## src/rtl/seg7_message_scanner_if.sv

```systemverilog
`default_nettype none
// ============================================================================
// Module   : seg7_message_scanner_if
// Purpose  : Bundles the controller-facing write/control signals and the
//            display-pin outputs of seg7_message_scanner.
// Signals  : wr_en, wr_addr[AW], char_code[5], clear, scroll_en (controller
//            -> scanner); seg[7], an[NUM_DIGITS], frame_done (scanner ->
//            pins/controller); blink (controller -> scanner) only when
//            SEG7_MSG_BLINK_EN is defined.
// Modports : master = controller side, slave = scanner side.
// Revision : 1.0 - initial release
// ============================================================================
interface seg7_message_scanner_if #(
  parameter int NUM_DIGITS = 4,
  parameter int MSG_LEN    = 8
);
  localparam int c_aw = (MSG_LEN > 1) ? $clog2(MSG_LEN) : 1;

  logic                  wr_en;
  logic [c_aw-1:0]       wr_addr;
  logic [4:0]            char_code;
  logic                  clear;
  logic                  scroll_en;
  logic [6:0]            seg;
  logic [NUM_DIGITS-1:0] an;
  logic                  frame_done;
`ifdef SEG7_MSG_BLINK_EN
  logic                  blink;

  modport master (
    output wr_en, wr_addr, char_code, clear, scroll_en, blink,
    input  seg, an, frame_done
  );
  modport slave (
    input  wr_en, wr_addr, char_code, clear, scroll_en, blink,
    output seg, an, frame_done
  );
`else
  modport master (
    output wr_en, wr_addr, char_code, clear, scroll_en,
    input  seg, an, frame_done
  );
  modport slave (
    input  wr_en, wr_addr, char_code, clear, scroll_en,
    output seg, an, frame_done
  );
`endif
endinterface
`default_nettype wire

```

## src/rtl/seg7_message_scanner.sv

```systemverilog
`default_nettype none
// ============================================================================
// Module   : seg7_message_scanner
// Purpose  : Time-multiplexed 7-segment message driver. Holds a MSG_LEN
//            character buffer, scans NUM_DIGITS digit positions one per
//            REFRESH_DIV cycles and optionally scrolls the message by one
//            character every SCROLL_DIV full frames.
// Ports    : clock      - system clock, rising edge
//            reset_n    - asynchronous active-low reset
//            bus        - seg7_message_scanner_if.slave (write port, clear,
//                         scroll_en, seg/an pins, frame_done, optional blink)
// Options  : SEG7_MSG_BLINK_EN - adds the 'blink' input and a 4-bit frame
//            counter; while blink=1, seg is blanked for 8 of every 16 frames.
// Revision : 1.0 - initial release
// ============================================================================
module seg7_message_scanner #(
  parameter int NUM_DIGITS  = 4,
  parameter int MSG_LEN     = 8,
  parameter int REFRESH_DIV = 50000,
  parameter int SCROLL_DIV  = 25
) (
  input  logic                 clock,
  input  logic                 reset_n,
  seg7_message_scanner_if.slave bus
);

  localparam int c_aw = (MSG_LEN > 1) ? $clog2(MSG_LEN) : 1;
  localparam int c_sw = c_aw + 1;
  localparam int c_iw = (NUM_DIGITS > 1) ? $clog2(NUM_DIGITS) : 1;
  localparam int c_pw = $clog2(REFRESH_DIV);
  localparam int c_fw = (SCROLL_DIV > 1) ? $clog2(SCROLL_DIV) : 1;

  localparam logic [4:0]      c_blank      = 5'd20;
  localparam logic [c_pw-1:0] c_presc_last = c_pw'(REFRESH_DIV - 1);
  localparam logic [c_iw-1:0] c_idx_last   = c_iw'(NUM_DIGITS - 1);
  localparam logic [c_aw-1:0] c_off_last   = c_aw'(MSG_LEN - 1);
  localparam logic [c_fw-1:0] c_fcnt_last  = c_fw'(SCROLL_DIV - 1);
  localparam logic [c_sw-1:0] c_len_w      = c_sw'(MSG_LEN);

  logic [4:0]            r_buf [MSG_LEN];
  logic [c_pw-1:0]       r_presc;
  logic [c_iw-1:0]       r_idx;
  logic [c_aw-1:0]       r_offset;
  logic [c_fw-1:0]       r_fcnt;
  logic [6:0]            r_seg;
  logic [NUM_DIGITS-1:0] r_an;
  logic                  r_frame_done;

  logic                  w_tick;
  logic                  w_addr_ok;
  logic                  w_wr_ok;
  logic [c_sw-1:0]       w_sum;
  logic [c_aw-1:0]       w_rd_addr;
  logic [NUM_DIGITS-1:0] w_an_next;
  logic [6:0]            w_seg_next;

  // Glyph table, segment order {a,b,c,d,e,f,g}; unused codes are blank.
  function automatic logic [6:0] glyph(input logic [4:0] code);
    logic [6:0] g;
    case (code)
      5'd0:    g = 7'b1111110;
      5'd1:    g = 7'b0110000;
      5'd2:    g = 7'b1101101;
      5'd3:    g = 7'b1111001;
      5'd4:    g = 7'b0110011;
      5'd5:    g = 7'b1011011;
      5'd6:    g = 7'b1011111;
      5'd7:    g = 7'b1110000;
      5'd8:    g = 7'b1111111;
      5'd9:    g = 7'b1111011;
      5'd10:   g = 7'b1110111;  // A
      5'd11:   g = 7'b1001110;  // C
      5'd12:   g = 7'b1001111;  // E
      5'd13:   g = 7'b1000111;  // F
      5'd14:   g = 7'b0110111;  // H
      5'd15:   g = 7'b0001110;  // L
      5'd16:   g = 7'b1100111;  // P
      5'd17:   g = 7'b0000101;  // r
      5'd18:   g = 7'b0011100;  // u
      5'd19:   g = 7'b0000001;  // '-'
      default: g = 7'b0000000;
    endcase
    return g;
  endfunction

  // Out-of-range addresses only exist when MSG_LEN is not a power of two.
  generate
    if (MSG_LEN == (1 << c_aw)) begin : g_addr_full
      assign w_addr_ok = 1'b1;
    end else begin : g_addr_partial
      assign w_addr_ok = (bus.wr_addr < c_aw'(MSG_LEN));
    end
  endgenerate

  // clear takes priority, so a simultaneous write is dropped.
  assign w_wr_ok = bus.wr_en && !bus.clear && w_addr_ok;

  assign w_tick = (r_presc == c_presc_last);

  // offset < MSG_LEN and idx < NUM_DIGITS <= MSG_LEN, so a single
  // conditional subtract is enough for the modulo.
  assign w_sum     = c_sw'(r_offset) + c_sw'(r_idx);
  assign w_rd_addr = (w_sum >= c_len_w) ? c_aw'(w_sum - c_len_w) : c_aw'(w_sum);

  always_comb begin
    w_an_next        = '0;
    w_an_next[r_idx] = 1'b1;
  end

`ifdef SEG7_MSG_BLINK_EN
  logic [3:0] r_blink_cnt;

  always_ff @(posedge clock or negedge reset_n) begin
    if (!reset_n) begin
      r_blink_cnt <= 4'd0;
    end else if (r_frame_done) begin
      r_blink_cnt <= r_blink_cnt + 4'd1;
    end
  end

  // The counter only moves at frame boundaries, so blanking is frame-aligned.
  assign w_seg_next = (bus.blink && r_blink_cnt[3]) ? 7'd0 : glyph(r_buf[w_rd_addr]);
`else
  assign w_seg_next = glyph(r_buf[w_rd_addr]);
`endif

  // Character buffer.
  always_ff @(posedge clock or negedge reset_n) begin
    if (!reset_n) begin
      for (int i = 0; i < MSG_LEN; i++) begin
        r_buf[i] <= c_blank;
      end
    end else if (bus.clear) begin
      for (int i = 0; i < MSG_LEN; i++) begin
        r_buf[i] <= c_blank;
      end
    end else if (w_wr_ok) begin
      r_buf[bus.wr_addr] <= bus.char_code;
    end
  end

  // Prescaler, digit scan and registered pin outputs. The buffer read uses
  // the pre-edge contents, so a same-cycle write shows up on the next scan.
  always_ff @(posedge clock or negedge reset_n) begin
    if (!reset_n) begin
      r_presc      <= '0;
      r_idx        <= '0;
      r_an         <= '0;
      r_seg        <= '0;
      r_frame_done <= 1'b0;
    end else begin
      r_presc      <= w_tick ? '0 : r_presc + 1'b1;
      r_frame_done <= w_tick && (r_idx == c_idx_last);
      if (w_tick) begin
        r_an  <= w_an_next;
        r_seg <= w_seg_next;
        r_idx <= (r_idx == c_idx_last) ? '0 : r_idx + 1'b1;
      end
    end
  end

  // Scroll offset. Advancing on the frame_done cycle lands the new offset
  // before the next digit-0 tick, so a frame never mixes two offsets.
  always_ff @(posedge clock or negedge reset_n) begin
    if (!reset_n) begin
      r_offset <= '0;
      r_fcnt   <= '0;
    end else begin
      if (r_frame_done && bus.scroll_en) begin
        if (r_fcnt == c_fcnt_last) begin
          r_fcnt   <= '0;
          r_offset <= (r_offset == c_off_last) ? '0 : r_offset + 1'b1;
        end else begin
          r_fcnt <= r_fcnt + 1'b1;
        end
      end
      if (bus.clear) begin
        r_offset <= '0;
      end
    end
  end

  assign bus.seg        = r_seg;
  assign bus.an         = r_an;
  assign bus.frame_done = r_frame_done;

endmodule
`default_nettype wire

```

## src/flat_wrapper.sv

```systemverilog
// flat-port wrapper written by rule: the top's interface ports become plain ports
module seg7_message_scanner_flat 
#(
  parameter int NUM_DIGITS  = 4,
  parameter int MSG_LEN     = 8,
  parameter int REFRESH_DIV = 50000,
  parameter int SCROLL_DIV  = 25
)
  (clock, reset_n, bus_wr_en, bus_wr_addr, bus_char_code, bus_clear, bus_scroll_en, bus_seg, bus_an, bus_frame_done);
  seg7_message_scanner_if #(.NUM_DIGITS(NUM_DIGITS), .MSG_LEN(MSG_LEN)) bus_i ();
  input  logic clock;
  input  logic reset_n;
  input wire logic [$bits(bus_i.wr_en)-1:0] bus_wr_en;
  input wire logic [$bits(bus_i.wr_addr)-1:0] bus_wr_addr;
  input wire logic [$bits(bus_i.char_code)-1:0] bus_char_code;
  input wire logic [$bits(bus_i.clear)-1:0] bus_clear;
  input wire logic [$bits(bus_i.scroll_en)-1:0] bus_scroll_en;
  output wire logic [$bits(bus_i.seg)-1:0] bus_seg;
  output wire logic [$bits(bus_i.an)-1:0] bus_an;
  output wire logic [$bits(bus_i.frame_done)-1:0] bus_frame_done;
  assign bus_i.wr_en = bus_wr_en;
  assign bus_i.wr_addr = bus_wr_addr;
  assign bus_i.char_code = bus_char_code;
  assign bus_i.clear = bus_clear;
  assign bus_i.scroll_en = bus_scroll_en;
  assign bus_seg = bus_i.seg;
  assign bus_an = bus_i.an;
  assign bus_frame_done = bus_i.frame_done;
  seg7_message_scanner #(.NUM_DIGITS(NUM_DIGITS), .MSG_LEN(MSG_LEN), .REFRESH_DIV(REFRESH_DIV), .SCROLL_DIV(SCROLL_DIV)) u_core (.clock(clock), .reset_n(reset_n), .bus(bus_i));
endmodule
```

## config.mk

```make
export PLATFORM = sky130hd
export DESIGN_NAME = seg7_message_scanner_flat
export DESIGN_NICKNAME = d
export VERILOG_FILES = /design/src/rtl/seg7_message_scanner_if.sv /design/src/rtl/seg7_message_scanner.sv /design/src/flat_wrapper.sv
export SDC_FILE = /design/constraint.sdc
export NUM_CORES = 1
export LEC_CHECK = 0
export ABC_AREA = 1
export CELL_PAD_IN_SITES_DETAIL_PLACEMENT = 0
export CELL_PAD_IN_SITES_GLOBAL_PLACEMENT = 1
export CORE_MARGIN = 2
export CORE_UTILIZATION = 41
export CTS_CLUSTER_SIZE = 12
export DETAILED_ROUTE_END_ITERATION = 10
export DONT_BUFFER_PORTS = 1
export PLACE_DENSITY_LB_ADDON = 0.1
export SYNTH_ARGS = -nofsm -noshare
export SYNTH_HDL_FRONTEND = slang
export SYNTH_SLANG_ARGS = --single-unit
```

## constraint.sdc

```tcl
create_clock -name clock -period 2.9 [get_ports clock]
set_input_delay 0.58 -clock clock [delete_from_list [all_inputs] [get_ports clock]]
set_output_delay 0.58 -clock clock [all_outputs]
set_load 0.03 [all_outputs]
```

==> qor.yml, run 1 <==
detailed_routing:
  vias: 3275
  firstDrtPassIters: 4
  viasPerCell: 5.05
  route.detailed.drc: 0
  wire_per_inst_um: 14.2
  drt-total-wl_um: 9220
  ant_nets: 0
  first_iter_violations: 151
layout:
  final_area_um2: 4480
  nFillCells: 1016
  syn_to_final_growth_pct: 9.12
  final_cells: 648
  final_net_count: 540
  drive_above_1_share: 0.113
  antenna_cells: 0
floorplanning:
  initial_core_util: 0.422
  fp-row-count: 36
  fp.dieW_um: 104
  core_region_area_um2: 9730
  die_area_um2: 10800
  die_h_um: 104
  io_pins: 25
timing:
  rsz0062_at_grt: "no"
  tns_ns: 0
  period_share: 0.893
  post-route-min-period_ns: 2.59
  maxSlewViolCount: 0
  relSlewSlack: 0.486
  worstMarginPinSlew_ns: 0.771
  fmax_mhz: 386
  finalHoldViolations: 0
  skew_ns: 0.00682
  setup_violations: 0
synthesis:
  synth_top_family_by_area: "simple AND/OR/NAND/NOR gates"
  synthMuxAreaShare: 0
  ys_types: 35
  synthCells: 503
  synth_compound_area_frac: 0.116
  synth-xor-area-share: 0.0189
  synth_nets: 532
  yosysWarningCount: 0
  synth-simple-area-share: 0.249
  syn_area_um2: 4100
  yosys.area_share.adder: 0.0506
  syn_area_per_cell_um2: 8.16
  yosysSeqAreaShare: 0.481
  ys_ff_latch: 78
clock_tree:
  tritoncts: "done"
  cts_setup_buffers: 0
  clock-sinks: 78
  htreeDepth: 3
  cts_buffers: 9
  clockBufferDepth: 2
  clock_latency_ns: 0.35
  cts.clk_slew.worst_paths_ns: 0.08
  cts_root_buf: "clkbuf_8"
critical_path:
  start_kind: "flop"
  cp.required_ns: 3.18
  setup.worst_path.end_class: "flop"
  r2r_cells: 15
  path_max_fanout: 10
  path_class: "reg2reg"
  cp.arrival_ns: 2.87
global_routing:
  antenna_found_initial: 0
  grt_max_degree: 63
  grtUsageMet1: 0.261
  busiest_layer: "met2"
  grt_pass1_vias: 3172
  grt_util_met3: 0.0376
  grt_usage: 0.183
  grt-ovfl-total: 0
  grt_pass1_wl_um: 15700
  met2_usage: 0.272
place:
  numPortBuffers: 0
  dpl.cell_count: 632
  dpl_cell_area_um2: 4260
  gp_congestion: 0.851
  hpwl_um: 6390
min_path:
  hold_class: "in2async"
power_and_ir_drop:
  p_leak_nw: 2.16
  irDropWorstVdd_uv: 186
  power.density_nw_per_um2: 465
  p_total_mw: 2.08
flow_run:
  maxCapViolations: 0
outcome:
  status: "finished clean"
-- area by class of cell --
cell class	instances	area [um2]	share of cell area
clock inverter	4	47.5	0.0106
clock buffer	11	141	0.0316
timing repair buffer	8	80.1	0.0179
multi-input combinational	339	1790	0.399
tap	133	166	0.0372
inverter	75	282	0.0629
sequential	78	1970	0.440
-- report_power, final --
group | total, mW | switching (mW) | internal, mW
sequential | 1.14 | 0.0123 | 1.13
combinational | 0.134 | 0.0951 | 0.0390
clock | 0.810 | 0.396 | 0.414
-- through the flow --
stage / util / setup WS, ns / hold WS (ns)
2_1_floorplan: - / 0.463 / 0.284
3_3_place_gp: 0.437 / 0.259 / 0.286
3_5_place_dp: 0.437 / 0.261 / 0.286
4_1_cts: 0.460 / 0.206 / 0.0403
5_1_grt: 0.460 / 0.0355 / 0.0350
6_report: 0.460 / 0.310 / 0.0697
-- state kept, by name, indices dropped and copies added (netlist names) --
name,count
u_core.bus.an,4
u_core.bus.frame_done,1
u_core.bus.seg,7
u_core.r_buf,40
u_core.r_fcnt,5
u_core.r_idx,2
u_core.r_offset,3
u_core.r_presc,16
-- layer usage --
metal | vias to the layer above | part of all wire | routed length (um)
met2 | 68 | 0.44 | 4030
met3 | 16 | 0.035 | 321
met1 | 1532 | 0.51 | 4690
met5 | - | 0 | 0
met4 | 0 | 0.018 | 169
li1 | 1659 | - | -
-- logic make-up after synthesis --
logic type               Yosys count
AND/OR/NAND/NOR                  225
AO/OA/AOI/OAI                     90
buffers and inverters             86
flip-flops                        78
adder cells (fa/ha/maj)           16
XOR/XNOR                           8
-- critical path, stage by stage, from the launching register on --
cell	delay [ns]
dfrtp_1	0.41
ha_1	0.22
fa_1	0.49
buf_4	0.21
a21oi_1	0.12
o21ai_0	0.09
nand3_1	0.09
nand2_2	0.10
inv_2	0.10
ha_1	0.19
nand3_1	0.10
nand2_1	0.08
nand2_1	0.06
nand2_1	0.06
nand2_1	0.05
a21oi_1	0.13
-- cell usage in the layout, fill, tap and decap left out, types with 2 or more instances in the layout --
cell type / Yosys / final
o21ai_1: 2 / 2
nor2_1: 42 / 42
nand2_1: 109 / 107
inv_2: 4 / 6
ha_1: 15 / 15
nand3_2: 3 / 3
nor4_1: 5 / 5
inv_1: 70 / 69
clkbuf_8: 0 / 10
nand4_1: 16 / 16
o22ai_1: 17 / 17
o21ai_0: 35 / 35
nor3_1: 3 / 3
xnor2_1: 2 / 2
xor2_1: 5 / 5
dfstp_2: 16 / 16
dfrtp_1: 62 / 62
a21oi_1: 35 / 35
nand2_4: 3 / 3
clkinv_2: 0 / 2
nand3_1: 35 / 35
nand3b_1: 2 / 2
buf_4: 1 / 7
nand2_2: 1 / 3
nor2_2: 2 / 2
-- path summary, 6_finish.rpt --
path / start / to / slack [ns]
max: u_core.r_offset[0] / u_core.bus.seg[4] / 0.31
min: reset_n / u_core.r_buf[27] / 0.07
max reg2reg: u_core.r_offset[0] / u_core.bus.seg[4] / 0.31
min reg2reg: u_core.r_presc[0] / u_core.r_presc[0] / 0.46
max in group asynchronous: reset_n / u_core.bus.seg[1] / 2.54
min in group clock: u_core.r_presc[0] / u_core.r_presc[0] / 0.46
-- synth_stat cells --
cell type / number / share of area
nand2_1: 109 / 0.10
inv_1: 70 / 0.064
dfrtp_1: 62 / 0.38
nor2_1: 42 / 0.038
a21oi_1: 35 / 0.043
nand3_1: 35 / 0.043
o21ai_0: 35 / 0.043
o22ai_1: 17 / 0.026
dfstp_2: 16 / 0.10
nand4_1: 16 / 0.024
ha_1: 15 / 0.046
nor4_1: 5 / 0.0076
xor2_1: 5 / 0.011
buf_2: 4 / 0.0049
inv_2: 4 / 0.0037
clkbuf_1: 3 / 0.0027
nand2_4: 3 / 0.0082
nand3_2: 3 / 0.0073
nor3_1: 3 / 0.0037
buf_6: 2 / 0.0055
nand3b_1: 2 / 0.0037
nor2_2: 2 / 0.0030
o21ai_1: 2 / 0.0024
xnor2_1: 2 / 0.0043
and3_1: 1 / 0.0015
buf_4: 1 / 0.0018
clkbuf_2: 1 / 0.0012
clkinv_1: 1 / 0.00091
fa_1: 1 / 0.0049
nand2_2: 1 / 0.0015
nand3_4: 1 / 0.0043
nor3b_1: 1 / 0.0018
o211ai_1: 1 / 0.0018
or2_2: 1 / 0.0015
xor2_2: 1 / 0.0040
-- timing repair --
item | in CTS | in global routing
resized for setup | 0 | 4
setup endpoints to repair | 0 | 3
hold endpoints to repair | 62 | 0
hold buffers | 1 | 0
Power figures use the tool's default switching activity.
==> run 2: changes to the inputs <==
Settings changed: CTS_CLUSTER_SIZE 12 to default.
Clock period 2.9 ns to 3.02 ns, I/O delays scaled along.
==> run 2 against run 1 <==
Effect of this change: critical path depth decreased by 2; power rose by 5.5%; sequential share of layout area is 0.56 points lower; flip-flop and latch count is the same; sequential power shrank 4%; non-clock buffer count stayed put; via count shrank 1.0%; global-route usage increased by 0.13 points; clock power up 20%; largest cell class unchanged; largest power group unchanged.
==> qor.yml, run 2 (synthesized netlist as in run 1, its figures left out) <==
outcome:
  status: "finished clean"
timing:
  fmax_mhz: 368
  tns_ns: 0
  period_share: 0.899
  hold_slack_ns: 0.0834
  worst_slack_ns: 0.306
  finalHoldViolations: 0
  rsz0062_at_grt: "no"
  setup_violations: 0
  maxSlewViolCount: 0
  worstMarginPinSlew_ns: 0.745
  relSlewSlack: 0.503
  skew_ns: 0.0132
  post-route-min-period_ns: 2.71
global_routing:
  grt-ovfl-total: 0
  grt_usage: 0.184
  antenna_found_initial: 0
  grt_max_degree: 63
  grt_pass1_vias: 3269
  grt_pass1_wl_um: 16100
critical_path:
  path_class: "reg2reg"
  max_stage_delay_ns: 0.57
  start_kind: "flop"
  reg2reg_slack_ns: 0.31
  cp.required_ns: 3.25
  path_cells: "ha_1 > fa_1 > buf_4 > a21oi_1 > o21ai_0 > nand3_1 > nand2_1 > inv_1 > ha_1 > nand2_1 > nor2_1 > nor2_1 > a21oi_1"
  path_buf_inv: 2
  r2r_cells: 13
  setup.worst_path.end_class: "flop"
  crit-reg2reg-launch: "u_core.r_idx[0]"
  slowest_stage: "fa_1"
  timing.rr.end: "u_core.bus.seg[4]"
  path_max_fanout: 10
  critPathTopFamily: "adder cells"
  cp.arrival_ns: 2.95
detailed_routing:
  route.detailed.drc: 0
  viasPerCell: 5.00
  ant_nets: 0
  first_iter_violations: 109
  vias: 3242
  wire_per_inst_um: 14.3
  drt-total-wl_um: 9310
  firstDrtPassIters: 4
place:
  dpl.cell_count: 631
  hpwl_um: 6500
  gp_congestion: 0.834
  preCtsSetupSlack_ns: 0.278
  dpl_cell_area_um2: 4250
  numPortBuffers: 0
layout:
  finish.utilization: 0.466
  layout_common_cells: "nand2_1, inv_1, dfrtp_1"
  drive_above_1_share: 0.109
  final_cells: 649
  final_area_um2: 4530
  final_common_cell: "nand2_1"
  syn_to_final_growth_pct: 10.5
  largest_register: "u_core.r_buf"
  nFillCells: 994
  final_net_count: 540
  antenna_cells: 0
  largest_register_ffs: 40
clock_tree:
  clock-sinks: 78
  cts_buffers: 9
  cts_root_buf: "clkbuf_8"
  cts.clk_slew.worst_paths_ns: 0.08
  tritoncts: "done"
  htreeDepth: 3
  clockBufferDepth: 2
  clock_latency_ns: 0.36
floorplanning:
  die_area_um2: 10800
  initial_core_util: 0.422
  io_pins: 25
  core_region_area_um2: 9730
  fp.dieW_um: 104
  die_h_um: 104
  fp-row-count: 36
power_and_ir_drop:
  power.density_nw_per_um2: 485
  p_leak_nw: 2.18
  irDropWorstVdd_uv: 274
  p_total_mw: 2.20
flow_run:
  maxCapViolations: 0
min_path:
  hold_class: "in2async"
==> run 2: cell count changes in the layout (fill, tap and decap cells not counted) <==
cell / previous run / this run
nand2_2: 3 / 1
inv_1: 69 / 70
inv_2: 6 / 4
nand2_1: 107 / 109
clkinv_4: 0 / 1
clkinv_2: 2 / 0
clkinvlp_4: 1 / 2
bufinv_16: 1 / 3
==> run 2: how the worst max path moves through the flow <==
stage,cells past startpoint,slack (ns),startpoint,end
after global placement,15,0.33,u_core.r_offset[0],u_core.bus.seg[5]
after floorplan,14,0.58,u_core.r_offset[0],u_core.bus.seg[6]
after detailed placement,15,0.28,u_core.r_idx[0],u_core.bus.seg[5]
after global routing,15,0.02,u_core.r_idx[0],u_core.bus.seg[4]
final,13,0.31,u_core.r_idx[0],u_core.bus.seg[4]
after CTS,15,0.23,u_core.r_idx[0],u_core.bus.seg[4]
==> run 2: timing repair <==
action                                  in CTS  in global routing
gates resized for setup                      0                  1
hold buffers                                 1                  0
endpoints found under the setup margin       0                  5
endpoints found under the hold margin       62                  0
buffers inserted                             0                  1
==> run 2: final cells by class <==
class / instances / area, um2 / area share
Multi-Input combinational cell: 339 / 1780 / 0.393
Clock buffer: 11 / 141 / 0.0312
Inverter: 75 / 285 / 0.0629
Timing Repair Buffer: 8 / 80.1 / 0.0177
Tap cell: 133 / 166 / 0.0367
Sequential cell: 78 / 1970 / 0.435
Clock inverter: 5 / 106 / 0.0235
==> run 2: worst register-to-register path, cell delays in order, from the launching register on <==
cell,delay [ns]
dfrtp_1,0.43
ha_1,0.21
fa_1,0.57
buf_4,0.22
a21oi_1,0.06
o21ai_0,0.10
nand3_1,0.09
nand2_1,0.16
inv_1,0.12
ha_1,0.23
nand2_1,0.07
nor2_1,0.04
nor2_1,0.19
a21oi_1,0.11
==> run 2: power by group <==
part	switching (mW)	total [mW]	internal (mW)
Sequential	0.0121	1.09	1.08
Combinational	0.0908	0.128	0.0372
Clock	0.403	0.976	0.574
Total	0.506	2.20	1.69
==> run 2: metal layers <==
metal	global-route usage	wire (um)	vias to the layer above
li1	-	-	1665
met1	0.254	4690	1519
met2	0.289	4140	50
met3	0.0445	335	8
met4	0.0560	139	0
met5	0	0	-
